$ cat config.mk
export PLATFORM = sky130hd
export DESIGN_NAME = memory_dp_sync
export DESIGN_NICKNAME = d
export VERILOG_FILES = /design/src/rtl/memory_dp_sync.sv
export SDC_FILE = /design/constraint.sdc
export NUM_CORES = 1
export LEC_CHECK = 0
export CAP_MARGIN = 25
export CORE_UTILIZATION = 40
export CTS_CLUSTER_DIAMETER = 80
export DETAILED_ROUTE_END_ITERATION = 12
export GPL_ROUTABILITY_DRIVEN = 1
export GPL_TIMING_DRIVEN = 0
export PLACE_DENSITY_LB_ADDON = 0.12
export SLEW_MARGIN = 20
export SYNTH_ARGS = -nofsm -noshare
export SYNTH_HDL_FRONTEND = slang
export SYNTH_SLANG_ARGS = --single-unit
$ cat constraint.sdc
create_clock -name clk -period 2 [get_ports clk]
set_input_delay 0.4 -clock clk [delete_from_list [all_inputs] [get_ports clk]]
set_output_delay 0.4 -clock clk [all_outputs]
set_load 0.02 [all_outputs]
$ cat src/rtl/memory_dp_sync.sv
// Simple-dual-port synchronous RAM with byte enables, 1- or 2-cycle read latency,
// selectable read-during-write behaviour and a post-reset clear sweep.
module memory_dp_sync #(
  parameter int unsigned ADDR_WIDTH = 4,
  parameter int unsigned DATA_WIDTH = 8,
  parameter int unsigned RD_LATENCY = 1,
  parameter int unsigned RDW_MODE   = 0,
  parameter logic [DATA_WIDTH-1:0] INIT_VALUE = '0
) (
  input  logic                    clk,
  input  logic                    rst,
  output logic                    init_busy,
  input  logic                    wr_en,
  input  logic [ADDR_WIDTH-1:0]   wr_addr,
  input  logic [DATA_WIDTH/8-1:0] wr_be,
  input  logic [DATA_WIDTH-1:0]   wr_data,
  input  logic                    rd_en,
  input  logic [ADDR_WIDTH-1:0]   rd_addr,
  output logic [DATA_WIDTH-1:0]   rd_data,
  output logic                    rd_valid
);

  localparam int unsigned NB    = DATA_WIDTH / 8;
  localparam int unsigned Depth = 2 ** ADDR_WIDTH;

  typedef enum logic [0:0] {StClear, StReady} state_e;

  state_e                  state_q, state_d;
  logic [ADDR_WIDTH-1:0]   ptr_q, ptr_d;
  logic [DATA_WIDTH-1:0]   mem_q [Depth];

  logic                    mem_we;
  logic [ADDR_WIDTH-1:0]   mem_waddr;
  logic [DATA_WIDTH-1:0]   mem_wdata;
  logic [DATA_WIDTH-1:0]   wr_merged;
  logic [DATA_WIDTH-1:0]   rd_word;
  logic                    rd_accept;

  logic                    s1_valid_q, s1_valid_d;
  logic [DATA_WIDTH-1:0]   s1_data_q, s1_data_d;

  // Word as it will look after this cycle's write: enabled lanes new, others old.
  always_comb begin
    wr_merged = mem_q[wr_addr];
    for (int unsigned i = 0; i < NB; i++) begin
      if (wr_be[i]) wr_merged[8*i +: 8] = wr_data[8*i +: 8];
    end
  end

  always_comb begin
    state_d   = state_q;
    ptr_d     = ptr_q;
    mem_we    = 1'b0;
    mem_waddr = wr_addr;
    mem_wdata = wr_merged;
    unique case (state_q)
      StClear: begin
        mem_we    = 1'b1;
        mem_waddr = ptr_q;
        mem_wdata = INIT_VALUE;
        ptr_d     = ptr_q + ADDR_WIDTH'(1);
        if (ptr_q == {ADDR_WIDTH{1'b1}}) state_d = StReady;
      end
      StReady: begin
        mem_we = wr_en;
      end
      default: state_d = StClear;
    endcase
  end

  assign rd_accept = (state_q == StReady) && rd_en;

  always_comb begin
    rd_word = mem_q[rd_addr];
    if (RDW_MODE == 1 && wr_en && (wr_addr == rd_addr)) rd_word = wr_merged;
  end

  assign s1_valid_d = rd_accept;
  assign s1_data_d  = rd_accept ? rd_word : s1_data_q;

  always_ff @(posedge clk) begin
    if (rst) begin
      state_q    <= StClear;
      ptr_q      <= '0;
      s1_valid_q <= 1'b0;
      s1_data_q  <= '0;
    end else begin
      state_q    <= state_d;
      ptr_q      <= ptr_d;
      s1_valid_q <= s1_valid_d;
      s1_data_q  <= s1_data_d;
    end
  end

  // Storage has no reset; the clear sweep initialises it.
  always_ff @(posedge clk) begin
    if (!rst && mem_we) mem_q[mem_waddr] <= mem_wdata;
  end

  assign init_busy = (state_q == StClear);

  if (RD_LATENCY == 2) begin : g_lat2
    logic                  s2_valid_q, s2_valid_d;
    logic [DATA_WIDTH-1:0] s2_data_q, s2_data_d;

    assign s2_valid_d = s1_valid_q;
    assign s2_data_d  = s1_valid_q ? s1_data_q : s2_data_q;

    always_ff @(posedge clk) begin
      if (rst) begin
        s2_valid_q <= 1'b0;
        s2_data_q  <= '0;
      end else begin
        s2_valid_q <= s2_valid_d;
        s2_data_q  <= s2_data_d;
      end
    end

    assign rd_valid = s2_valid_q;
    assign rd_data  = s2_data_q;
  end else begin : g_lat1
    assign rd_valid = s1_valid_q;
    assign rd_data  = s1_data_q;
  end

endmodule

==> run_results.csv, run 1 <==
group,metric,value,unit
run_status,outcome,"finished clean",
setup_path,required,2250,ps
global_routing,grt_use_total,0.243,
detailed_routing,routed_via_density,6.03,
place,dpl.hpwl,13200,microns
detailed_routing,dr.pass1.iters,5,
sta,tns,0,ps
layout,layout-drive-gt1-share,0.248,
synth,synthCells,442,
setup_path,critical_path.startpoint_type,"register",
global_routing,grt.met1_usage,0.324,
synth,syn_area,0.00672,sq mm
clock_tree,worst_skew_pair.late_latency,430,ps
power,power_leakage,2.99,nW
setup_path,cp.arrival,2170,ps
layout,final_common_cell,"edfxtp_1",
sta,max_freq,520,MHz
clock_tree,cts.reportedPaths.clkPinSlew,60,ps
detailed_routing,post_drt_wl_per_cell,27.5,microns
die,design.die.area,0.0173,sq mm
clock_tree,cts.htree.levels,4,
detailed_routing,drc,0,
clock_tree,cts_buffers,17,
global_routing,grt_remaining_overflow,0,
power,powerDensity,822,mW/mm^2
die,placement_rows,47,
sta,setup_violations,0,
layout,register_area,0.00412,sq mm
detailed_routing,drt_iter0_markers,496,
sta,relSlewSlack,0.322,
power,vdd_drop_max,600,uV
synth,synth-async-reset-ratio,0,
sta,timing.final.hold_violations,0,
setup_path,crit_chain,"buf_4, inv_1, nor3_2, buf_4, nand3_1, nand3_4",
setup_path,path_delay_family,"simple AND/OR/NAND/NOR gates",
die,die_w,132,microns
layout,syn2layout_area_growth,23.0,%
global_routing,grt_max_degree,17,
synth,avgSynthCellArea,15.2,sq um
worst_hold_path,hold_path_class,"in2reg",
sta,worstMarginPinSlew,1020,ps
synth,yosysUniqueCellTypes,38,
layout,antenna_cells,0,
layout,fillers,1397,
place,pre_cts_slack,-1560,ps
setup_path,crit_fanout,16,
synth,synth_nets,464,
synth,synthFlopType,"edfxtp_1",
clock_tree,cts.path.max_buffers,2,
clock_tree,cts_hold_buf,0,
place,gp_congestion,0.885,
layout,layout_common_cells,"edfxtp_1 (128), mux2i_1 (77), a22oi_1 (31)",
clock_tree,clock-sinks,142,
synth,ys_seq_area_frac,0.614,
setup_path,cp_slowest_cell,"nor3_2",
setup_path,path_buf_inv,3,
sta,min_period,1920,ps
global_routing,antenna_found_initial,0,
global_routing,grt_pass1_wl,29200,microns
sta,final_max_slew_viol_count,0,
sta,postLayoutSetupSlackWorst,77.1,ps
layout,num-nets-final,518,
setup_path,max_stage_delay,420,ps
sta,holdWs,227,ps
place,numPortBuffers,25,
global_routing,busiest_layer,"met2",
synth,synth-warning-count,0,
die,ios,31,
detailed_routing,drt-total-wl,20000,microns
global_routing,grt_pass1_vias,4496,
synth,synth-seq-cells,142,
job,cap_violations,0,
setup_path,crit_type,"reg2reg",
layout,multiInputGateArea,0.00268,sq mm
synth,synth-edff-count,128,
global_routing,use_met2,0.377,
setup_path,crit_top_cell,"buf_4",
clock_tree,cts-root-buf,"clkbuf_16",
setup_path,worstSetupEndpointType,"register",
die,die-height,132,microns
sta,period_share,0.961,
detailed_routing,vias,4393,
detailed_routing,postRouteAntennaNets,0,
global_routing,use_met3,0.0532,
die,core_area,0.0165,sq mm
clock_tree,cts_tree,"yes",
die,start_util,0.408,
sta,finalClockSkew,10.2,ps
==> path summary, 6_finish.rpt <==
check	slack [ps]	to	cells past startpoint	startpoint
hold reg to reg	470	rd_data[4]	2	rd_data[4]
setup / recovery	80	mem_q[2][1]	6	state_q
setup reg to reg	80	mem_q[2][1]	6	state_q
hold / removal	230	state_q	2	rst
==> registers in the layout, summed over array words and instances, names as in the netlist <==
register / count
mem_q: 128
rd_data: 8
state_q: 1
rd_valid: 1
ptr_q: 4
==> per-stage QoR <==
stage	utilization	cell area (sq um)	std cells	power [mW]
3_3_place_gp	0.440	7250	687	3.79
3_5_place_dp	0.444	7310	692	3.80
6_report	0.502	8270	729	6.80
5_1_grt	0.502	8270	729	6.97
4_1_cts	0.495	8150	724	6.81
2_1_floorplan	-	6720	442	3.62
==> layer usage <==
metal	part of all wire	routed length [microns]	vias to the layer above
met5	0	0	-
met4	0.035	695	0
met3	0.069	1380	47
met2	0.48	9530	223
met1	0.42	8440	2245
li1	-	-	1878
==> cells in the mapped netlist, types with 2 or more instances <==
cell type  number  share of area
dfxtp_1        14          0.042
buf_4           6         0.0067
nor2b_1         5         0.0047
buf_1           2         0.0011
mux4_4          2         0.0074
xor2_1          2         0.0026
a21oi_1        12         0.0089
o21ai_1         6         0.0045
inv_1           2         0.0011
a22oi_1        31          0.035
clkbuf_1       12         0.0067
mux4_2         20          0.067
edfxtp_1      128           0.57
mux2i_1        77           0.11
nand3b_1        2         0.0022
nand3_1        27          0.020
nor2_1         25          0.014
mux4_1          8          0.031
nor3_1          2         0.0015
mux2_2          8          0.013
and2_1          4         0.0037
nand2_1        24          0.013
buf_2           8         0.0060
==> worst register-to-register path: stages (launching register included) <==
cell     delay (ps)
dfxtp_1         310
buf_4           150
inv_1           140
nor3_2          420
buf_4           260
nand3_1         210
nand3_4         260
==> cell type report <==
type / instances / share of cell area
Sequential cell: 142 / 0.499
Multi-Input combinational cell: 268 / 0.324
Clock buffer: 19 / 0.0523
Timing Repair Buffer: 36 / 0.0493
Tap cell: 220 / 0.0333
Buffer: 29 / 0.0263
Clock inverter: 13 / 0.0148
Inverter: 2 / 0.000908
==> where the power goes <==
| group | internal, mW | switching (mW) |
|---|---|---|
| logic | 0.230 | 0.307 |
| clock network | 1.81 | 1.19 |
| registers | 3.23 | 0.0243 |
| total | 5.28 | 1.52 |
==> cells by family after synthesis <==
family,after synthesis,synth area share
adders and majority gates,1,0.00186
AOI/OAI and AO/OA,56,0.0562
buffers and inverters,32,0.0262
xor gates and xnor gates,3,0.00391
muxes,115,0.234
and+or+nand+nor,93,0.0644
DFF,142,0.614
==> what timing repair did <==
action                     4_1_cts  5_1_grt
gates cloned                     0        0
pin swaps                        1        5
gates resized for setup         70       12
setup endpoints to repair      251      243
buffers inserted                 1        5
No activity file was read; power rests on OpenSTA's default activity.
==> run 2, diff against run 1 <==
--- a/config.mk
+++ b/config.mk
@@ -6,7 +6,11 @@
 export NUM_CORES = 1
 export LEC_CHECK = 0
 export CAP_MARGIN = 25
+export CELL_PAD_IN_SITES_DETAIL_PLACEMENT = 2
+export CELL_PAD_IN_SITES_GLOBAL_PLACEMENT = 2
+export CORE_ASPECT_RATIO = 1.75
 export CORE_UTILIZATION = 40
+export CTS_BUF_LIST = sky130_fd_sc_hd__clkbuf_4
 export CTS_CLUSTER_DIAMETER = 80
 export DETAILED_ROUTE_END_ITERATION = 12
 export GPL_ROUTABILITY_DRIVEN = 1
==> run 2 against run 1 <==
Register-to-register slack worse by 20 ps. Routed wire length is 12% higher. Maximum frequency is 1.1% lower. Combinational power hardly changed. Die area is 0.12% higher. Count of clock-buffer cells in the layout is 1 lower. Clock power is 41% lower. Largest power group unchanged. Final cell count is 1.5% higher. Design area is 2.9% lower. Highest routed layer unchanged. Via count is 1.3% higher. Sequential power hardly changed. Utilization is 1.4 points lower.
==> run_results.csv, run 2 (same netlist as run 1, synthesis figures left out) <==
group,metric,value,unit
place,dpl.hpwl,15600,microns
global_routing,grt_use_total,0.272,
run_status,outcome,"finished clean",
die,start_util,0.409,
detailed_routing,postRouteAntennaNets,0,
detailed_routing,drt_iter0_markers,205,
layout,syn2layout_area_growth,19.4,%
die,placement_rows,62,
setup_path,cp.arrival,2190,ps
die,design.die.area,0.0173,sq mm
setup_path,crit_type,"in2reg",
detailed_routing,routed_via_density,6.01,
setup_path,worstSetupEndpointType,"register",
detailed_routing,routed.top_layer,"met4",
setup_path,crit_fanout,16,
sta,grt_setup_unrepaired,"yes",
global_routing,grt_pass1_wl,32100,microns
detailed_routing,vias,4449,
sta,max_freq,514,MHz
power,powerDensity,695,mW/mm^2
layout,num-nets-final,525,
place,dpl_cell_area,0.00732,sq mm
layout,register_area,0.00412,sq mm
place,gp_congestion,0.817,
worst_hold_path,hold_path.startpoint,"rst",
global_routing,antenna_found_initial,1,
sta,final_max_slew_viol_count,0,
layout,fin_area,0.00803,sq mm
die,die-height,173,microns
power,p_int,4.18,mW
clock_tree,cts.htree.levels,4,
global_routing,grt_remaining_overflow,0,
die,core_area,0.0164,sq mm
detailed_routing,drc,0,
worst_hold_path,hold_path_depth,2,
layout,final_common_cell,"edfxtp_1",
power,vdd_drop_max,444,uV
sta,timing.final.hold_violations,0,
setup_path,r2r_slack,60,ps
worst_hold_path,hold_path_class,"in2reg",
detailed_routing,dr.pass1.iters,6,
die,die_w,100,microns
setup_path,r2r-end,"mem_q[6][7]",
clock_tree,cts_hold_buf,0,
die,ios,31,
place,numPortBuffers,25,
layout,top_register,"mem_q",
sta,setup_violations,0,
sta,holdWs,87.5,ps
global_routing,grt_pass1_vias,4956,
clock_tree,cts-root-buf,"clkbuf_4",
layout,fin_cells,740,
setup_path,reg2reg_from,"state_q",
clock_tree,cts_tree,"yes",
power,p_sw_frac,0.250,
sta,finalClockSkew,34.7,ps
power,seq_power_share,0.583,
clock_tree,clock-sinks,142,
detailed_routing,post_drt_wl_per_cell,30.5,microns
power,design_power_total,5.58,mW
layout,final_util,0.488,
setup_path,required,2240,ps
layout,layout_common_cells,"edfxtp_1 (128), mux2i_1 (77), a22oi_1 (31)",
detailed_routing,routed-wl-met3,941,microns
detailed_routing,drt-total-wl,22500,microns
sta,relSlewSlack,0.412,
detailed_routing,wl_met1,8590,microns
clock_tree,cts_buffers,17,
layout,layout-drive-gt1-share,0.274,
layout,fillers,1569,
power,power.net_switching,1.40,mW
setup_path,critical_path.startpoint_type,"input pin",
worst_hold_path,min_to,"ptr_q[2]",
detailed_routing,wl_met2,12600,microns
power,power_leakage,2.93,nW
layout,largest_reg_flops,128,
sta,period_share,0.972,
layout,multiInputGateArea,0.00269,sq mm
sta,worstMarginPinSlew,882,ps
clock_tree,cts.reportedPaths.clkPinSlew,130,ps
clock_tree,cts.path.max_buffers,2,
global_routing,grt_max_degree,17,
clock_tree,worst_skew_pair.late_latency,560,ps
setup_path,rr_worst_depth,6,
job,cap_violations,0,
power,p_clk_frac,0.320,
power,combPwrFrac,0.097,
sta,min_period,1940,ps
place,placedCellCount,699,
run 2: cell count changes in the layout (fill, tap and decap cells not counted), sizes merged:
cell / before / now
clkinvlp: 0 / 6
clkbuf: 32 / 29
inv: 3 / 1
diode: 0 / 1
buf: 27 / 37
dlymetal6s2s: 1 / 3
clkdlybuf4s50: 22 / 20
clkdlybuf4s15: 1 / 0
clkinv: 10 / 6
run 2: critical path, cell delays in order:
cell and delay (ps):
clkdlybuf4s50_1 510, nor2b_1 150, clkbuf_2 280, clkbuf_4 320, a22oi_1 130, nand3_1 180
nand3_4 200
run 2: metrics by stage:
step                worst slack, ps  TNS, ps
floorplan                     -25.8    -1040
global placement              -1460  -285560
detailed placement            -1630  -287500
CTS                           -85.9     -318
global route                  -35.0     -167
finish                         56.1        0
run 2: per-layer routing:
layer | vias to the layer above | track usage
met5 | - | 0
met4 | 0 | 0.109
met3 | 29 | 0.0411
met2 | 153 | 0.499
met1 | 2378 | 0.309
li1 | 1889 | -
run 2: area by class of cell:
type,count,share of cell area
antenna,1,0.000312
inverter,2,0.00140
timing repair buffer,43,0.0575
tap,224,0.0349
clock inverter,13,0.0157
clock buffer,18,0.0168
multi-input combinational,268,0.335
buffer,29,0.0243
sequential,142,0.514
run 2: repair_timing:
item	4_1_cts	5_1_grt
pin swaps	5	2
setup buffers	6	4
gates resized for setup	59	25
setup endpoints to repair	243	201
run 2: power by group through the flow:
stage / registers, mW / logic [mW] / clock network [mW]
6_report: 3.25 / 0.539 / 1.79
5_1_grt: 3.26 / 0.567 / 1.92
4_1_cts: 3.25 / 0.531 / 1.80
3_5_place_dp: 3.32 / 0.498 / 0
3_3_place_gp: 3.32 / 0.475 / 0
2_1_floorplan: 3.31 / 0.309 / 0
run 2: worst max path at each step:
stage                               to       start  slack (ps)
after floorplan           mem_q[14][0]  wr_addr[2]         -30
after global placement     mem_q[1][5]  wr_addr[1]       -1460
after detailed placement   mem_q[0][5]  wr_addr[1]       -1630
after CTS                    init_busy     state_q         -90
after global routing      mem_q[12][7]     state_q         -30
final                      mem_q[2][5]  wr_addr[3]          60
==> run 3, diff against run 2 <==
--- a/config.mk
+++ b/config.mk
@@ -16,6 +16,7 @@
 export GPL_ROUTABILITY_DRIVEN = 1
 export GPL_TIMING_DRIVEN = 0
 export PLACE_DENSITY_LB_ADDON = 0.12
+export SKIP_LAST_GASP = 1
 export SLEW_MARGIN = 20
 export SYNTH_ARGS = -nofsm -noshare
 export SYNTH_HDL_FRONTEND = slang
==> run 3 against run 2 <==
Sequential power about the same. Combinational power is essentially flat. Sequential share of layout area unchanged. Clock power about the same. Critical path depth fell by 1. Via count increased by 0.16%. Maximum frequency about the same. Clock skew rose by 1.3 ps. Final cell count stayed put. Sequential cell count unchanged.
==> run_results.csv, run 3 (same netlist as run 1, synthesis figures left out) <==
group,metric,value,unit
layout,final_common_cell,"edfxtp_1",
sta,min_period,1940,ps
setup_path,cp_slowest_cell,"dfxtp_1",
power,p_int,4.18,mW
layout,final_util,0.488,
detailed_routing,routed_via_density,6.02,
run_status,outcome,"finished clean",
sta,setup_violations,0,
clock_tree,cts.reportedPaths.clkPinSlew,130,ps
sta,relSlewSlack,0.414,
detailed_routing,postRouteAntennaNets,0,
layout,top_register,"mem_q",
global_routing,grt_pass1_wl,32100,microns
detailed_routing,drt_iter0_markers,205,
place,gp_congestion,0.817,
power,p_clk_frac,0.321,
setup_path,rr_worst_depth,6,
global_routing,grt_use_total,0.272,
setup_path,cp-endpoint,"mem_q[6][7]",
setup_path,crit_top_cell,"buf_4",
layout,layout-drive-gt1-share,0.274,
worst_hold_path,hold_path.startpoint,"rst",
sta,grt_setup_unrepaired,"yes",
power,seq_power_share,0.583,
power,power.net_switching,1.40,mW
global_routing,grt_remaining_overflow,0,
detailed_routing,drt-total-wl,22600,microns
setup_path,crit_type,"reg2reg",
setup_path,r2r-end,"mem_q[6][7]",
setup_path,startpoint,"state_q",
power,powerDensity,696,mW/mm^2
sta,final_max_slew_viol_count,0,
place,numPortBuffers,25,
place,dpl.hpwl,15600,microns
clock_tree,clock-sinks,142,
detailed_routing,dr.pass1.iters,5,
layout,layout_common_cells,"edfxtp_1 (128), mux2i_1 (77), a22oi_1 (31)",
detailed_routing,drc,0,
power,vdd_drop_max,443,uV
place,pre_cts_slack,-1630,ps
detailed_routing,vias,4456,
global_routing,antenna_found_initial,1,
global_routing,grt_pass1_vias,4956,
clock_tree,cts_tree,"yes",
worst_hold_path,hold_path_class,"in2reg",
power,combPwrFrac,0.096,
die,die_w,100,microns
setup_path,crit_fanout,9,
sta,period_share,0.971,
clock_tree,cts.path.max_buffers,2,
layout,syn2layout_area_growth,19.4,%
setup_path,crit_chain,"buf_4, mux2i_1, nor2b_2, nand2_2, nor2_4, buf_4",
setup_path,required,2260,ps
layout,num-nets-final,525,
clock_tree,cts-root-buf,"clkbuf_4",
die,start_util,0.409,
power,power_leakage,2.93,nW
die,placement_rows,62,
global_routing,grt_max_degree,17,
sta,worstMarginPinSlew,878,ps
clock_tree,cts_buffers,17,
setup_path,cp.arrival,2200,ps
setup_path,r2r_slack,60,ps
setup_path,reg2reg_from,"state_q",
sta,max_freq,515,MHz
die,ios,31,
job,cap_violations,0,
detailed_routing,post_drt_wl_per_cell,30.5,microns
clock_tree,worst_skew_pair.late_latency,570,ps
power,p_sw_frac,0.251,
setup_path,worstSetupEndpointType,"register",
sta,timing.final.hold_violations,0,
die,die-height,173,microns
sta,finalClockSkew,35.9,ps
die,design.die.area,0.0173,sq mm
clock_tree,cts.htree.levels,4,
die,core_area,0.0164,sq mm
setup_path,max_stage_delay,330,ps
setup_path,critical_path.startpoint_type,"register",
layout,largest_reg_flops,128,
sta,postLayoutSetupSlackWorst,57.9,ps
-- run 3: cell counts in the layout (fill, tap and decap cells not counted) --
No cell type changed its count.
-- run 3: critical path, delay by kind of cell (launching register included) --
kind          cells  cell delay [ps]
mux               1              240
buf+inv           2              400
flops             1              330
simple gates      3              660
-- run 3: final cells by class --
type	count	area [sq um]
clock buffer	18	135
tap	224	280
sequential	142	4120
buffer	29	195
clock inverter	13	126
fill	1569	8420
timing repair buffer	43	462
antenna	1	2.50
multi-input combinational	268	2690
inverter	2	11.3
-- run 3: metal layers --
layer  part of all wire  GRT usage  up-vias
met5                  0          0        -
met4              0.020      0.109        0
met3              0.038     0.0411       34
met2               0.56      0.499      144
met1               0.38      0.309     2388
li1                   -          -     1890
-- run 3: worst min path at each step --
| stage | endpoint | depth (start not counted) | slack [ps] |
|---|---|---|---|
| floorplan | state_q | 2 | 470 |
| global placement | rd_data[4] | 2 | 430 |
| detailed placement | rd_data[4] | 2 | 470 |
| CTS | ptr_q[2] | 2 | 50 |
| global route | ptr_q[2] | 2 | 70 |
| finish | ptr_q[2] | 2 | 80 |
-- run 3: repair_timing --
item,4_1_cts,5_1_grt
pin swaps,5,1
hold buffers,0,0
resized for setup,59,25
setup endpoints to repair,243,201
buffers inserted,6,4
gates cloned,0,0
endpoints found under the hold margin,0,0
-- run 3: per-stage QoR --
step	std cells	total power [mW]	hold WS (ps)	setup TNS, ps	instance area, sq um
after floorplan	442	3.62	470	-1040	6720
after global placement	691	3.79	435	-285560	7250
after detailed placement	699	3.82	466	-287500	7320
after CTS	735	5.59	54.4	-318	7880
after global routing	740	5.75	65.2	-226	8030
final	740	5.58	77.8	0	8030
-- run 3: power groups by stage --
stage	sequential, mW	clock [mW]	combinational (mW)
after floorplan	3.31	0	0.309
after global placement	3.32	0	0.475
after detailed placement	3.32	0	0.498
after CTS	3.25	1.80	0.531
after global routing	3.26	1.92	0.567
final	3.25	1.79	0.538
